[src/rtl/output_accum_ctrl_pkg.sv]
// Shared constants, state encoding and helpers for the output accumulation sequencer.
package output_accum_ctrl_pkg;

    localparam int unsigned LANES                = 8;
    localparam int unsigned MAC_OUTPUT_WIDTH_DEF = 8;
    localparam int unsigned READ_LATENCY_DEF     = 3;
    localparam int unsigned PASS_W               = 8;

    typedef enum logic [2:0] {
        ST_IDLE  = 3'd0,
        ST_CLEAR = 3'd1,
        ST_RUN   = 3'd2,
        ST_DRAIN = 3'd3,
        ST_DONE  = 3'd4
    } state_e;

    // True when idx is the final pass of a job with cnt passes.
    function automatic logic is_last_pass(logic [PASS_W-1:0] idx, logic [PASS_W-1:0] cnt);
        return idx == (cnt - PASS_W'(1));
    endfunction

endpackage

[src/rtl/output_accum_ctrl_adder.sv]
// 8-lane wrap-around adder with pass-0 bypass; routes the registered sum to
// either the buffer write port or the downstream output port.
module accum_lane_adder
    import output_accum_ctrl_pkg::*;
#(
    parameter int unsigned W = MAC_OUTPUT_WIDTH_DEF
) (
    input  logic                 clk,
    input  logic                 rst,
    input  logic                 valid_i,
    input  logic                 first_i,
    input  logic                 last_i,
    input  logic [LANES*W-1:0]   mac_i,
    input  logic [LANES*W-1:0]   feat_i,
    output logic [LANES*W-1:0]   wr_data_o,
    output logic                 wr_valid_o,
    output logic [LANES*W-1:0]   out_data_o,
    output logic                 out_valid_o
);

    localparam int unsigned DW = LANES * W;

    logic [DW-1:0] sum_c;
    logic [DW-1:0] wr_data_q;
    logic [DW-1:0] out_data_q;
    logic          wr_valid_q;
    logic          out_valid_q;

    // Per-lane sum; first pass has no prior partial sum to add.
    always_comb begin
        sum_c = '0;
        for (int unsigned l = 0; l < LANES; l++) begin
            sum_c[l*W +: W] = first_i ? mac_i[l*W +: W]
                                      : W'(mac_i[l*W +: W] + feat_i[l*W +: W]);
        end
    end

    // Register the sum onto the write port or the final-output port.
    always_ff @(posedge clk or posedge rst) begin
        if (rst) begin
            wr_data_q   <= '0;
            out_data_q  <= '0;
            wr_valid_q  <= 1'b0;
            out_valid_q <= 1'b0;
        end else begin
            wr_valid_q  <= valid_i & ~last_i;
            out_valid_q <= valid_i & last_i;
            if (valid_i && !last_i) wr_data_q  <= sum_c;
            if (valid_i && last_i)  out_data_q <= sum_c;
        end
    end

    assign wr_data_o   = wr_data_q;
    assign wr_valid_o  = wr_valid_q;
    assign out_data_o  = out_data_q;
    assign out_valid_o = out_valid_q;

endmodule

[src/rtl/output_accum_ctrl.sv]
// Pass sequencer for the convolution output buffer: accumulates MAC beats onto
// buffered partial sums and streams final sums on the last pass.
module output_accum_ctrl
    import output_accum_ctrl_pkg::*;
#(
    parameter int unsigned MAC_OUTPUT_WIDTH = MAC_OUTPUT_WIDTH_DEF,
    parameter int unsigned ADDR_WIDTH       = 15,
    parameter int unsigned READ_LATENCY     = READ_LATENCY_DEF
) (
    input  logic                              system_clk,
    input  logic                              rst,
    input  logic                              start,
    input  logic [ADDR_WIDTH:0]               pixel_count,
    input  logic [7:0]                        pass_count,
    input  logic                              mac_valid,
    output logic                              mac_ready,
    input  logic [8*MAC_OUTPUT_WIDTH-1:0]     mac_data,
    output logic                              refresh_req,
    output logic                              adder_pulse,
    input  logic [8*MAC_OUTPUT_WIDTH-1:0]     adder_feature,
    output logic [8*MAC_OUTPUT_WIDTH-1:0]     feature_in,
    output logic                              feature_valid,
    output logic                              out_valid,
    output logic [8*MAC_OUTPUT_WIDTH-1:0]     out_data,
    output logic                              busy,
    output logic                              done
);

    localparam int unsigned DW = LANES * MAC_OUTPUT_WIDTH;
    localparam int unsigned CW = ADDR_WIDTH + 1;
    localparam int unsigned RL = READ_LATENCY;

    state_e              state_q, state_d;
    logic [CW-1:0]       pix_q, pix_d;
    logic [CW-1:0]       beat_cnt_q, beat_cnt_d;
    logic [PASS_W-1:0]   passes_q, passes_d;
    logic [PASS_W-1:0]   pass_idx_q, pass_idx_d;

    logic                mac_ready_q, mac_ready_d;
    logic                refresh_q, refresh_d;
    logic                busy_q, busy_d;
    logic                done_q, done_d;

    logic [DW-1:0]       pipe_data_q [RL];
    logic [RL-1:0]       pipe_vld_q;
    logic [RL-1:0]       pipe_first_q;
    logic [RL-1:0]       pipe_last_q;

    logic                accept_c;
    logic                last_pass_c;
    logic                drain_empty_c;
    logic                wr_valid;
    logic                fin_valid;

    assign accept_c      = mac_valid & mac_ready_q;
    assign last_pass_c   = is_last_pass(pass_idx_q, passes_q);
    assign drain_empty_c = ~(|pipe_vld_q) & ~wr_valid & ~fin_valid;

    // State, counters and registered control outputs.
    always_ff @(posedge system_clk or posedge rst) begin
        if (rst) begin
            state_q     <= ST_IDLE;
            pix_q       <= '0;
            beat_cnt_q  <= '0;
            passes_q    <= '0;
            pass_idx_q  <= '0;
            mac_ready_q <= 1'b0;
            refresh_q   <= 1'b0;
            busy_q      <= 1'b0;
            done_q      <= 1'b0;
        end else begin
            state_q     <= state_d;
            pix_q       <= pix_d;
            beat_cnt_q  <= beat_cnt_d;
            passes_q    <= passes_d;
            pass_idx_q  <= pass_idx_d;
            mac_ready_q <= mac_ready_d;
            refresh_q   <= refresh_d;
            busy_q      <= busy_d;
            done_q      <= done_d;
        end
    end

    // Next-state and counter update.
    always_comb begin
        state_d    = state_q;
        pix_d      = pix_q;
        beat_cnt_d = beat_cnt_q;
        passes_d   = passes_q;
        pass_idx_d = pass_idx_q;
        unique case (state_q)
            ST_IDLE: begin
                if (start && (pixel_count != '0) && (pass_count != '0)) begin
                    pix_d      = pixel_count;
                    passes_d   = pass_count;
                    pass_idx_d = '0;
                    state_d    = ST_CLEAR;
                end
            end
            ST_CLEAR: begin
                beat_cnt_d = '0;
                state_d    = ST_RUN;
            end
            ST_RUN: begin
                if (accept_c) begin
                    beat_cnt_d = beat_cnt_q + CW'(1);
                    if (beat_cnt_d == pix_q) state_d = ST_DRAIN;
                end
            end
            ST_DRAIN: begin
                if (drain_empty_c) begin
                    if (last_pass_c) begin
                        state_d = ST_DONE;
                    end else begin
                        pass_idx_d = pass_idx_q + PASS_W'(1);
                        state_d    = ST_CLEAR;
                    end
                end
            end
            ST_DONE: state_d = ST_IDLE;
            default: state_d = ST_IDLE;
        endcase
    end

    // Control outputs decoded from the upcoming state so they register in step with it.
    always_comb begin
        mac_ready_d = 1'b0;
        refresh_d   = 1'b0;
        busy_d      = 1'b0;
        done_d      = 1'b0;
        mac_ready_d = (state_d == ST_RUN);
        refresh_d   = (state_d == ST_CLEAR);
        busy_d      = (state_d != ST_IDLE);
        done_d      = (state_d == ST_DONE);
    end

    // Beat pipeline matching the buffer read latency.
    always_ff @(posedge system_clk or posedge rst) begin
        if (rst) begin
            pipe_vld_q   <= '0;
            pipe_first_q <= '0;
            pipe_last_q  <= '0;
            for (int unsigned i = 0; i < RL; i++) pipe_data_q[i] <= '0;
        end else begin
            pipe_vld_q[0]   <= accept_c;
            pipe_first_q[0] <= (pass_idx_q == '0);
            pipe_last_q[0]  <= last_pass_c;
            pipe_data_q[0]  <= mac_data;
            for (int unsigned i = 1; i < RL; i++) begin
                pipe_vld_q[i]   <= pipe_vld_q[i-1];
                pipe_first_q[i] <= pipe_first_q[i-1];
                pipe_last_q[i]  <= pipe_last_q[i-1];
                pipe_data_q[i]  <= pipe_data_q[i-1];
            end
        end
    end

    accum_lane_adder #(
        .W (MAC_OUTPUT_WIDTH)
    ) u_adder (
        .clk         (system_clk),
        .rst         (rst),
        .valid_i     (pipe_vld_q[RL-1]),
        .first_i     (pipe_first_q[RL-1]),
        .last_i      (pipe_last_q[RL-1]),
        .mac_i       (pipe_data_q[RL-1]),
        .feat_i      (adder_feature),
        .wr_data_o   (feature_in),
        .wr_valid_o  (wr_valid),
        .out_data_o  (out_data),
        .out_valid_o (fin_valid)
    );

    assign mac_ready     = mac_ready_q;
    assign refresh_req   = refresh_q;
    assign busy          = busy_q;
    assign done          = done_q;
    assign feature_valid = wr_valid;
    assign out_valid     = fin_valid;
    // Read request must coincide with the accepted beat to meet the read alignment.
    assign adder_pulse   = accept_c & (pass_idx_q != '0);

endmodule

[config.mk]
export PLATFORM = sky130hd
export DESIGN_NAME = output_accum_ctrl
export DESIGN_NICKNAME = d
export VERILOG_FILES = /design/src/rtl/output_accum_ctrl_pkg.sv /design/src/rtl/output_accum_ctrl_adder.sv /design/src/rtl/output_accum_ctrl.sv
export SDC_FILE = /design/constraint.sdc
export NUM_CORES = 1
export LEC_CHECK = 0
export CAP_MARGIN = 20
export CELL_PAD_IN_SITES_DETAIL_PLACEMENT = 0
export CELL_PAD_IN_SITES_GLOBAL_PLACEMENT = 2
export CORE_AREA = 4 4 211 213
export DETAILED_ROUTE_END_ITERATION = 12
export DIE_AREA = 0 0 215 217
export HOLD_SLACK_MARGIN = 0.08
export PLACE_DENSITY_LB_ADDON = 0.1
export SETUP_SLACK_MARGIN = 0.2
export SYNTH_ARGS = -nofsm -noshare
export SYNTH_HDL_FRONTEND = slang
export SYNTH_SLANG_ARGS = --single-unit
[constraint.sdc]
create_clock -name system_clk -period 23.9 [get_ports system_clk]
set_clock_uncertainty 0.2 [all_clocks]
set_input_delay 2.39 -clock system_clk [delete_from_list [all_inputs] [get_ports system_clk]]
set_output_delay 2.39 -clock system_clk [all_outputs]
set_load 0.02 [all_outputs]
==> results of run 1 <==
[logic make-up (layout without fill, tap and decap cells)]
kind of cell	count (synthesis)	after routing	synth area share
muxes	36	36	0.0250
adders and majority gates	68	68	0.0583
DFF	386	386	0.618
xor gates and xnor gates	56	56	0.0314
buffers and inverters	113	433	0.0279
AOI/OAI and AO/OA	325	325	0.119
and+or+nand+nor	392	392	0.120
[cells in the mapped netlist (18+ instances only)]
master	count
a21oi_1	40
o211ai_1	18
mux2_2	24
xnor2_1	37
o21ai_0	195
a31oi_1	19
nand2_1	191
or3_1	19
nor2_1	42
xor2_1	19
clkbuf_1	49
dfrtp_1	386
ha_1	60
nor3_1	31
inv_1	57
nand3_1	18
nor2b_1	20
[per-stage QoR]
stage | total power [µW] | std cells
finish | 2250 | 2242
global route | 2400 | 2242
CTS | 2300 | 2242
detailed placement | 1570 | 2164
global placement | 1560 | 2164
floorplan | 1260 | 1376
[how the worst max path moves through the flow]
| stage | from | to | slack (ns) | depth (start not counted) |
|---|---|---|---|---|
| after global routing | mac_valid | adder_pulse | 17.51 | 4 |
| after global placement | mac_valid | adder_pulse | 17.60 | 4 |
| final | mac_valid | adder_pulse | 17.58 | 4 |
| after detailed placement | mac_valid | adder_pulse | 17.58 | 4 |
| after CTS | mac_valid | adder_pulse | 17.57 | 4 |
| after floorplan | rst | beat_cnt_q[0] | 10.58 | 1 |
[critical path: stages]
cell	delay [ns]
clkdlybuf4s50_1	0.49
nand2_1	0.11
nor2_1	0.12
clkdlybuf4s50_1	0.61
[registers in the layout (all words and copies together) (netlist names), 3 cells and up]
register,count
pipe_data_q,192
u_adder.out_data_o,64
u_adder.wr_data_o,64
beat_cnt_q,16
pix_q,16
pass_idx_q,8
passes_q,8
pipe_first_q,3
pipe_last_q,3
pipe_vld_q,3
state_q,3
[power by group]
part           switching [µW]  total (µW)  internal [µW]
clock network             264         710            446
registers                90.9         869            779
logic                     372         673            301
total                     727        2250           1530
[routing by layer]
metal  wire length [µm]  GRT usage  vias up
li1                   -          -     5336
met1              18300      0.236     5083
met2              18200      0.271      231
met3               2120     0.0433       66
met4                871     0.0438       10
met5                 88          0        -
[final cells by class]
| type | count | share of cell area |
|---|---|---|
| Clock inverter | 19 | 0.0132 |
| Clock buffer | 59 | 0.0615 |
| Tap cell | 546 | 0.0331 |
| Multi-Input combinational cell | 877 | 0.269 |
| Sequential cell | 386 | 0.468 |
| Timing Repair Buffer | 298 | 0.144 |
| Inverter | 57 | 0.0107 |
==> results.yml, run 1 <==
timing:
  timing.final.crit_share: 0.264
  worst_pin_slew_ns: 1.02
  clock.fmax_mhz: 158
  whs_ns: 0.144
  rsz0062_at_grt: "no"
  finalHoldViolations: 0
  tns_ns: 0
  setup_violations: 0
  period_needed_ns: 6.32
  timing.final.ws_setup_ns: 17.58
  slew_headroom: 0.323
  drv_slew: 0
flow_run:
  cap_violations: 0
setup_path:
  r2r_end: "mac_ready"
  r2r_slack_ns: 20.97
  end_kind: "output pin"
  crit_arrival_ns: 3.73
  critical_path_class: "primary input to output pin"
  critPathMaxFanout: 3
  worst_r2r_path_depth: 8
  crit_path_start_kind: "primary input"
  required_ns: 21.31
  reg2reg_from: "beat_cnt_q[0]"
global_route:
  grt-ovfl-total: 0
  grt.total_usage: 0.171
  grt_pass1_vias: 10734
  antenna_found_initial: 5
  grt_pass1_wl_mm: 62.6
  grt_max_degree: 185
cts:
  cts_tree: "done"
  clockBufferDepth: 3
  clkLatencyLatePin_ns: 0.55
  clkSinkCount: 386
  cts_buffers: 43
  post_cts_buffers: 0
  path_clk_slew_ns: 0.05
  postCtsResizedCells: 0
  htreeDepth: 2
  cts_hold_buf: 0
  cts_root_buffer: "clkbuf_16"
placed_design:
  dpl.hpwl_mm: 28.2
  pre_cts_ws_ns: 17.58
  io_buffer_count: 290
  place_area_um2: 19100
  globalplace.congestion: 0.799
yosys:
  synth_edf_count: 0
  yosysWarnings: 0
  synthArstFlopShare: 1.00
  syn_avg_cell_area_um2: 11.4
  syn_area_um2: 15600
  synth_area_leader_cell: "dfrtp_1"
  synthDistinctLibCells: 56
  synth_seq_cells: 386
  syn-num-nets: 1600
  seq_area_frac_synth: 0.618
  synth_top_cell_area_share: 0.618
  synthFlopType: "dfrtp_1"
  ys_top_cells_by_area: "dfrtp_1 (62%), o21ai_0 (6.2%), ha_1 (4.8%)"
  netlist_instances: 1376
die:
  start_util: 0.366
  coreArea_um2: 42700
  rows: 76
  num_io_pins: 291
  die_h_um: 217
  dieArea_um2: 46700
  die_w_um: 215
route:
  avgRoutedWirePerCell_um: 17.6
  drtIter0Drc: 502
  drtAntennaViolNets: 0
  drc: 0
  vias: 10726
  firstDrtPassIters: 4
  via_per_inst: 4.78
  routed_wl_mm: 39.5
cells_and_area:
  final_area_um2: 20600
  multi_input_area_um2: 5540
  diodes: 0
  layout_commonest_cell: "dfrtp_1"
  final.fill_count: 3930
  layout-drive-gt1-share: 0.0743
  finalNetCount: 1887
  final_cell_mix: "dfrtp_1 (385), clkdlybuf4s50_1 (290), o21ai_0 (195)"
  regArea_um2: 9660
  final_core_utilization: 0.483
  syn_to_final_growth_pct: 32.0
power:
  leakagePower_uw: 0.00917
  p_per_area_nw_per_um2: 109
  peakVddDrop_mv: 0.0497
hold_path:
  hp-class: "flip-flop to flip-flop"
  hold_depth: 0
  hp-start: "pipe_data_q[65]"
  hold_end: "pipe_data_q[1]"
status:
  run_status: "complete, no violations"
Power figures use the tool's default switching activity.
==> inputs of run 2 (changes only) <==
--- a/config.mk
+++ b/config.mk
@@ -8,9 +8,9 @@
 export CAP_MARGIN = 20
 export CELL_PAD_IN_SITES_DETAIL_PLACEMENT = 0
 export CELL_PAD_IN_SITES_GLOBAL_PLACEMENT = 2
-export CORE_AREA = 4 4 211 213
+export CORE_AREA = 4 4 220 222
 export DETAILED_ROUTE_END_ITERATION = 12
-export DIE_AREA = 0 0 215 217
+export DIE_AREA = 0 0 224 226
 export HOLD_SLACK_MARGIN = 0.08
 export PLACE_DENSITY_LB_ADDON = 0.1
 export SETUP_SLACK_MARGIN = 0.2
==> constraint.sdc (replaced) <==
create_clock -name system_clk -period 6.04 [get_ports system_clk]
set_clock_uncertainty 0.2 [all_clocks]
set_input_delay 0.604 -clock system_clk [delete_from_list [all_inputs] [get_ports system_clk]]
set_output_delay 0.604 -clock system_clk [all_outputs]
set_load 0.02 [all_outputs]
==> run 2 against run 1 <==
Sequential cell count unchanged. Via count rose by 0.15%. Sequential share of layout area is 0.058 points higher. Global-route usage down 0.90 points. Combinational power grew to 4.0 times the previous value. Final cell count increased by 2.6%. Die area increased by 8.5%. Critical path depth increased by 2. Sequential power grew to 4.0 times the previous value. Worst hold slack got worse by 0.0017 ns. Total power rose to 3.9 times the previous value. Non-clock buffer count is the same. Largest power group unchanged. Highest routed layer unchanged.
==> results.yml, run 2 (same netlist as run 1, synthesis figures left out) <==
setup_path:
  path_cells: "inv_1, ha_1, or4b_2, nor4_1, nor2_1, clkdlybuf4s50_1"
  reg2reg_from: "beat_cnt_q[6]"
  worst_r2r_path_depth: 7
  crit_path_max_incr_delay_ns: 0.57
  r2r_slack_ns: 3.08
  critical_path_class: "flip-flop to output pin"
  crit_path_start_kind: "flip-flop"
  cpMaxStageDelayCell: "or4b_2"
  end_kind: "output pin"
  r2r_end: "mac_ready"
  required_ns: 5.24
  crit_arrival_ns: 2.96
  critPathMaxFanout: 6
power:
  sequentialPowerShare: 0.393
  p_comb_frac: 0.305
  clockPowerShare: 0.302
  switchingPower_uw: 2890
  intPower_uw: 5880
  peakVddDrop_mv: 0.214
  sw_frac_of_total: 0.330
  p_per_area_nw_per_um2: 426
  leakagePower_uw: 0.00909
timing:
  worst_pin_slew_ns: 0.937
  timing.final.crit_share: 0.624
  slew_headroom: 0.375
  clock.fmax_mhz: 266
  finalHoldViolations: 0
  setup_violations: 0
  rsz0062_at_grt: "no"
  drv_slew: 0
  period_needed_ns: 3.77
  tns_ns: 0
cells_and_area:
  final_core_utilization: 0.444
  final.fill_count: 4418
  layout-drive-gt1-share: 0.0709
  largest_register_ffs: 192
  finalNetCount: 1888
  final_cell_mix: "dfrtp_1 (385), clkdlybuf4s50_1 (290), o21ai_0 (195)"
  layout_commonest_cell: "dfrtp_1"
  syn_to_final_growth_pct: 31.9
  largest_register: "pipe_data_q"
route:
  via_per_inst: 4.67
  routed_wl_mm: 40.8
  wl_met3_mm: 2.17
  routed.top_layer: "met5"
  wl_met2_mm: 19.3
  drtAntennaViolNets: 0
  drtIter0Drc: 638
  firstDrtPassIters: 4
  avgRoutedWirePerCell_um: 17.7
  wl_met1_mm: 18.4
  vias: 10742
  drc: 0
die:
  die_w_um: 224
  num_io_pins: 291
  start_util: 0.337
  coreArea_um2: 46400
  rows: 79
  dieArea_um2: 50600
  die_h_um: 226
cts:
  path_clk_slew_ns: 0.06
  postCtsResizedCells: 0
  cts_root_buffer: "clkbuf_16"
  clkLatencyLatePin_ns: 0.55
  cts_buffers: 44
  htreeDepth: 2
  clockBufferDepth: 3
  post_cts_buffers: 0
  cts_tree: "done"
  cts_hold_buf: 0
  clkSinkCount: 386
global_route:
  antenna_found_initial: 5
  grt.total_usage: 0.162
  grt-ovfl-total: 0
  grt_pass1_wl_mm: 63.9
  grt_pass1_vias: 10906
  grt_max_degree: 160
flow_run:
  cap_violations: 0
hold_path:
  hp-class: "flip-flop to flip-flop"
  hold_end: "pipe_data_q[4]"
  hp-start: "pipe_data_q[68]"
  hold_depth: 0
placed_design:
  globalplace.congestion: 0.762
  io_buffer_count: 290
  dpl.hpwl_mm: 29.3
status:
  run_status: "complete, no violations"
[run 2: cell count changes in the layout (fill, tap and decap cells not counted), moves of 2 or more]
| cell | delta |
|---|---|
| clkinv_4 | +2 |
| clkbuf_1 | +3 |
| bufinv_16 | -3 |
| clkinvlp_4 | +4 |
| clkbuf_8 | -3 |
| clkinv_2 | -6 |
[run 2: worst max path at each step]
stage | startpoint | end | slack (ns) | cells after the start
5_1_grt | pass_idx_q[0] | adder_pulse | 2.11 | 6
6_report | pass_idx_q[0] | adder_pulse | 2.27 | 6
2_1_floorplan | rst | beat_cnt_q[0] | 0.05 | 1
3_3_place_gp | pixel_count[8] | busy | 2.78 | 9
3_5_place_dp | pixel_count[9] | busy | 2.76 | 9
4_1_cts | pass_idx_q[0] | adder_pulse | 2.23 | 6
[run 2: per-stage QoR]
step	total power, µW	cell area [µm²]	hold WS, ns	setup WS [ns]	std cells
global placement	6210	19200	0.131	2.78	2225
finish	8770	20600	0.142	2.27	2300
floorplan	4990	15600	0.131	0.0461	1376
global route	9340	20600	0.148	2.11	2300
CTS	8950	20600	0.142	2.23	2299
detailed placement	6230	19200	0.135	2.76	2225
[run 2: critical path: cells and delay by family, from the launching register on]
kind / cells / cell delay, ns
and+or+nand+nor: 3 / 1.16
buffers and inverters: 2 / 0.66
DFF: 1 / 0.46
adders and majority gates: 1 / 0.14
[run 2: metal layers]
metal | vias to the layer above | global-route usage
met4 | 8 | 0.0416
li1 | 5327 | -
met1 | 5127 | 0.219
met3 | 64 | 0.0406
met5 | - | 0
met2 | 216 | 0.262
[run 2: final cells by class]
type                       instances  area [µm²]  share of cell area
multi-input combinational        877        5540               0.269
tap                              607         759              0.0369
antenna                            1        2.50            0.000121
sequential                       386        9660               0.469
timing repair buffer             298        2990               0.145
inverter                          57         218              0.0106
clock buffer                      59        1240              0.0601
clock inverter                    15         193             0.00935
[run 2: power by group through the flow]
stage                     Sequential (µW)  Clock (µW)  Combinational (µW)
after floorplan                      3760           0                1230
after global routing                 3520        2860                2960
after CTS                            3460        2760                2740
after global placement               3490           0                2720
final                                3450        2650                2680
after detailed placement             3500           0                2730
==> inputs of run 3 (changes only) <==
--- a/config.mk
+++ b/config.mk
@@ -8,9 +8,9 @@
 export CAP_MARGIN = 20
 export CELL_PAD_IN_SITES_DETAIL_PLACEMENT = 0
 export CELL_PAD_IN_SITES_GLOBAL_PLACEMENT = 2
-export CORE_AREA = 4 4 220 222
+export CORE_AREA = 4 4 230 232
 export DETAILED_ROUTE_END_ITERATION = 12
-export DIE_AREA = 0 0 224 226
+export DIE_AREA = 0 0 234 236
 export HOLD_SLACK_MARGIN = 0.08
 export PLACE_DENSITY_LB_ADDON = 0.1
 export SETUP_SLACK_MARGIN = 0.2
==> constraint.sdc (replaced) <==
create_clock -name system_clk -period 3.1 [get_ports system_clk]
set_clock_uncertainty 0.2 [all_clocks]
set_input_delay 0.31 -clock system_clk [delete_from_list [all_inputs] [get_ports system_clk]]
set_output_delay 0.31 -clock system_clk [all_outputs]
set_load 0.02 [all_outputs]
==> run 3 against run 2 <==
Setup slack lost 1.9 ns. Die area up 9.1%. Final cell count is 7.8% higher. Highest routed layer unchanged.
==> results.yml, run 3 (same netlist as run 1, synthesis figures left out) <==
die:
  dieArea_um2: 55200
  rows: 83
  die_h_um: 236
  start_util: 0.306
  coreArea_um2: 51000
  num_io_pins: 291
  die_w_um: 234
cells_and_area:
  layout_commonest_cell: "dfrtp_1"
  largest_register_ffs: 192
  final.fill_count: 4915
  layout-drive-gt1-share: 0.0908
  largest_register: "pipe_data_q"
  syn_to_final_growth_pct: 39.9
  final_cell_mix: "dfrtp_1 (384), clkdlybuf4s50_1 (289), o21ai_0 (195)"
  finalNetCount: 1984
  final_core_utilization: 0.429
global_route:
  grt.total_usage: 0.158
  antenna_found_initial: 6
  grt_pass1_vias: 11607
  grt_pass1_wl_mm: 67.9
  grt-ovfl-total: 0
  grt_max_degree: 73
route:
  drtAntennaViolNets: 0
  drtIter0Drc: 467
  routed_wl_mm: 43.5
  avgRoutedWirePerCell_um: 17.5
  via_per_inst: 4.54
  firstDrtPassIters: 5
  vias: 11244
  drc: 0
timing:
  drv_slew: 0
  setup_violations: 0
  worst_pin_slew_ns: 0.645
  finalHoldViolations: 0
  period_needed_ns: 2.74
  tns_ns: 0
  timing.final.crit_share: 0.884
  whs_ns: 0.138
  rsz0062_at_grt: "no"
  timing.final.ws_setup_ns: 0.358
  slew_headroom: 0.570
  clock.fmax_mhz: 365
placed_design:
  dpl.hpwl_mm: 31.9
  pre_cts_ws_ns: 0.156
  globalplace.congestion: 0.762
  io_buffer_count: 290
setup_path:
  path_delay_family: "simple AND/OR/NAND/NOR gates"
  required_ns: 2.59
  crit_arrival_ns: 2.23
  startpoint: "pass_idx_q[1]"
  reg2reg_from: "pass_idx_q[5]"
  worst_r2r_path_depth: 7
  end_kind: "output pin"
  critPathMaxFanout: 2
  r2r_end: "busy"
  crit_path_max_incr_delay_ns: 0.63
  critical_path_class: "flip-flop to output pin"
  crit_end: "adder_pulse"
  path_cells: "inv_1, ha_1, or4b_2, nor4_4, nor2_1, buf_2"
  crit_path_start_kind: "flip-flop"
  cpMaxStageDelayCell: "or4b_2"
  path_buf_inv: 2
  r2r_slack_ns: 0.38
  path_depth: 6
cts:
  cts_root_buffer: "clkbuf_16"
  cts_tree: "done"
  clkLatencyLatePin_ns: 0.56
  htreeDepth: 2
  clockBufferDepth: 3
  path_clk_slew_ns: 0.06
  cts_buffers: 46
  clkSinkCount: 386
hold_path:
  hp-class: "flip-flop to flip-flop"
power:
  leakagePower_uw: 0.00964
  p_per_area_nw_per_um2: 820
  peakVddDrop_mv: 0.351
status:
  run_status: "complete, no violations"
flow_run:
  cap_violations: 0
[run 3: cell count changes in the layout (fill, tap and decap cells not counted), sizes merged, moves of 2 or more]
| cell | change |
|---|---|
| dlygate4sd3 | +65 |
| clkbuf | +5 |
| diode | +2 |
| buf | +30 |
| inv | +4 |
| bufinv | +2 |
[run 3: where the power goes]
group | leakage [µW] | internal (µW) | switching (µW)
clock network | 0.000788 | 3510 | 2160
logic | 0.00441 | 2520 | 2950
registers | 0.00445 | 6010 | 772
total | 0.00964 | 12000 | 5890
[run 3: timing repair]
item / 4_1_cts / 5_1_grt
hold buffers: 65 / 0
setup buffers: 2 / 0
resized for setup: 8 / 0
cloned: 0 / 0
hold endpoints to repair: 72 / 0
pin swaps: 1 / 2
endpoints found under the setup margin: 1 / 2
[run 3: layout make-up]
cell class / count / area, µm² / area share
Antenna cell: 3 / 7.51 / 0.000344
Clock buffer: 64 / 1330 / 0.0608
Clock inverter: 20 / 288 / 0.0132
Inverter: 57 / 218 / 0.00996
Multi-Input combinational cell: 877 / 5560 / 0.254
Sequential cell: 386 / 9660 / 0.442
Tap cell: 680 / 851 / 0.0389
Timing Repair Buffer: 392 / 3940 / 0.180
[run 3: worst min path at each step]
stage | startpoint | endpoint | slack (ns) | depth (start not counted)
6_report | pipe_data_q[87] | pipe_data_q[23] | 0.14 | 0
3_3_place_gp | pipe_data_q[138] | pipe_data_q[74] | 0.13 | 0
2_1_floorplan | pipe_data_q[64] | pipe_data_q[0] | 0.13 | 0
3_5_place_dp | pipe_data_q[177] | pipe_data_q[113] | 0.13 | 0
4_1_cts | pipe_data_q[87] | pipe_data_q[23] | 0.14 | 0
5_1_grt | pipe_data_q[128] | pipe_data_q[64] | 0.15 | 0
[run 3: per-layer routing]
| metal | routed length, µm | vias up | global-route usage | share of wire |
|---|---|---|---|---|
| met4 | 1010 | 4 | 0.0502 | 0.023 |
| met5 | 21 | - | 0 | 0.00048 |
| met1 | 19600 | 5390 | 0.212 | 0.45 |
| met3 | 2340 | 70 | 0.0326 | 0.054 |
| li1 | - | 5534 | - | - |
| met2 | 20500 | 246 | 0.256 | 0.47 |
[run 3: metrics by stage]
stage / total power, µW / area (µm²) / std cells
after floorplan: 9720 / 15600 / 1376
after global placement: 12300 / 19600 / 2325
after detailed placement: 12400 / 19600 / 2325
after CTS: 18300 / 21800 / 2476
after global routing: 19000 / 21900 / 2479
final: 17900 / 21900 / 2479
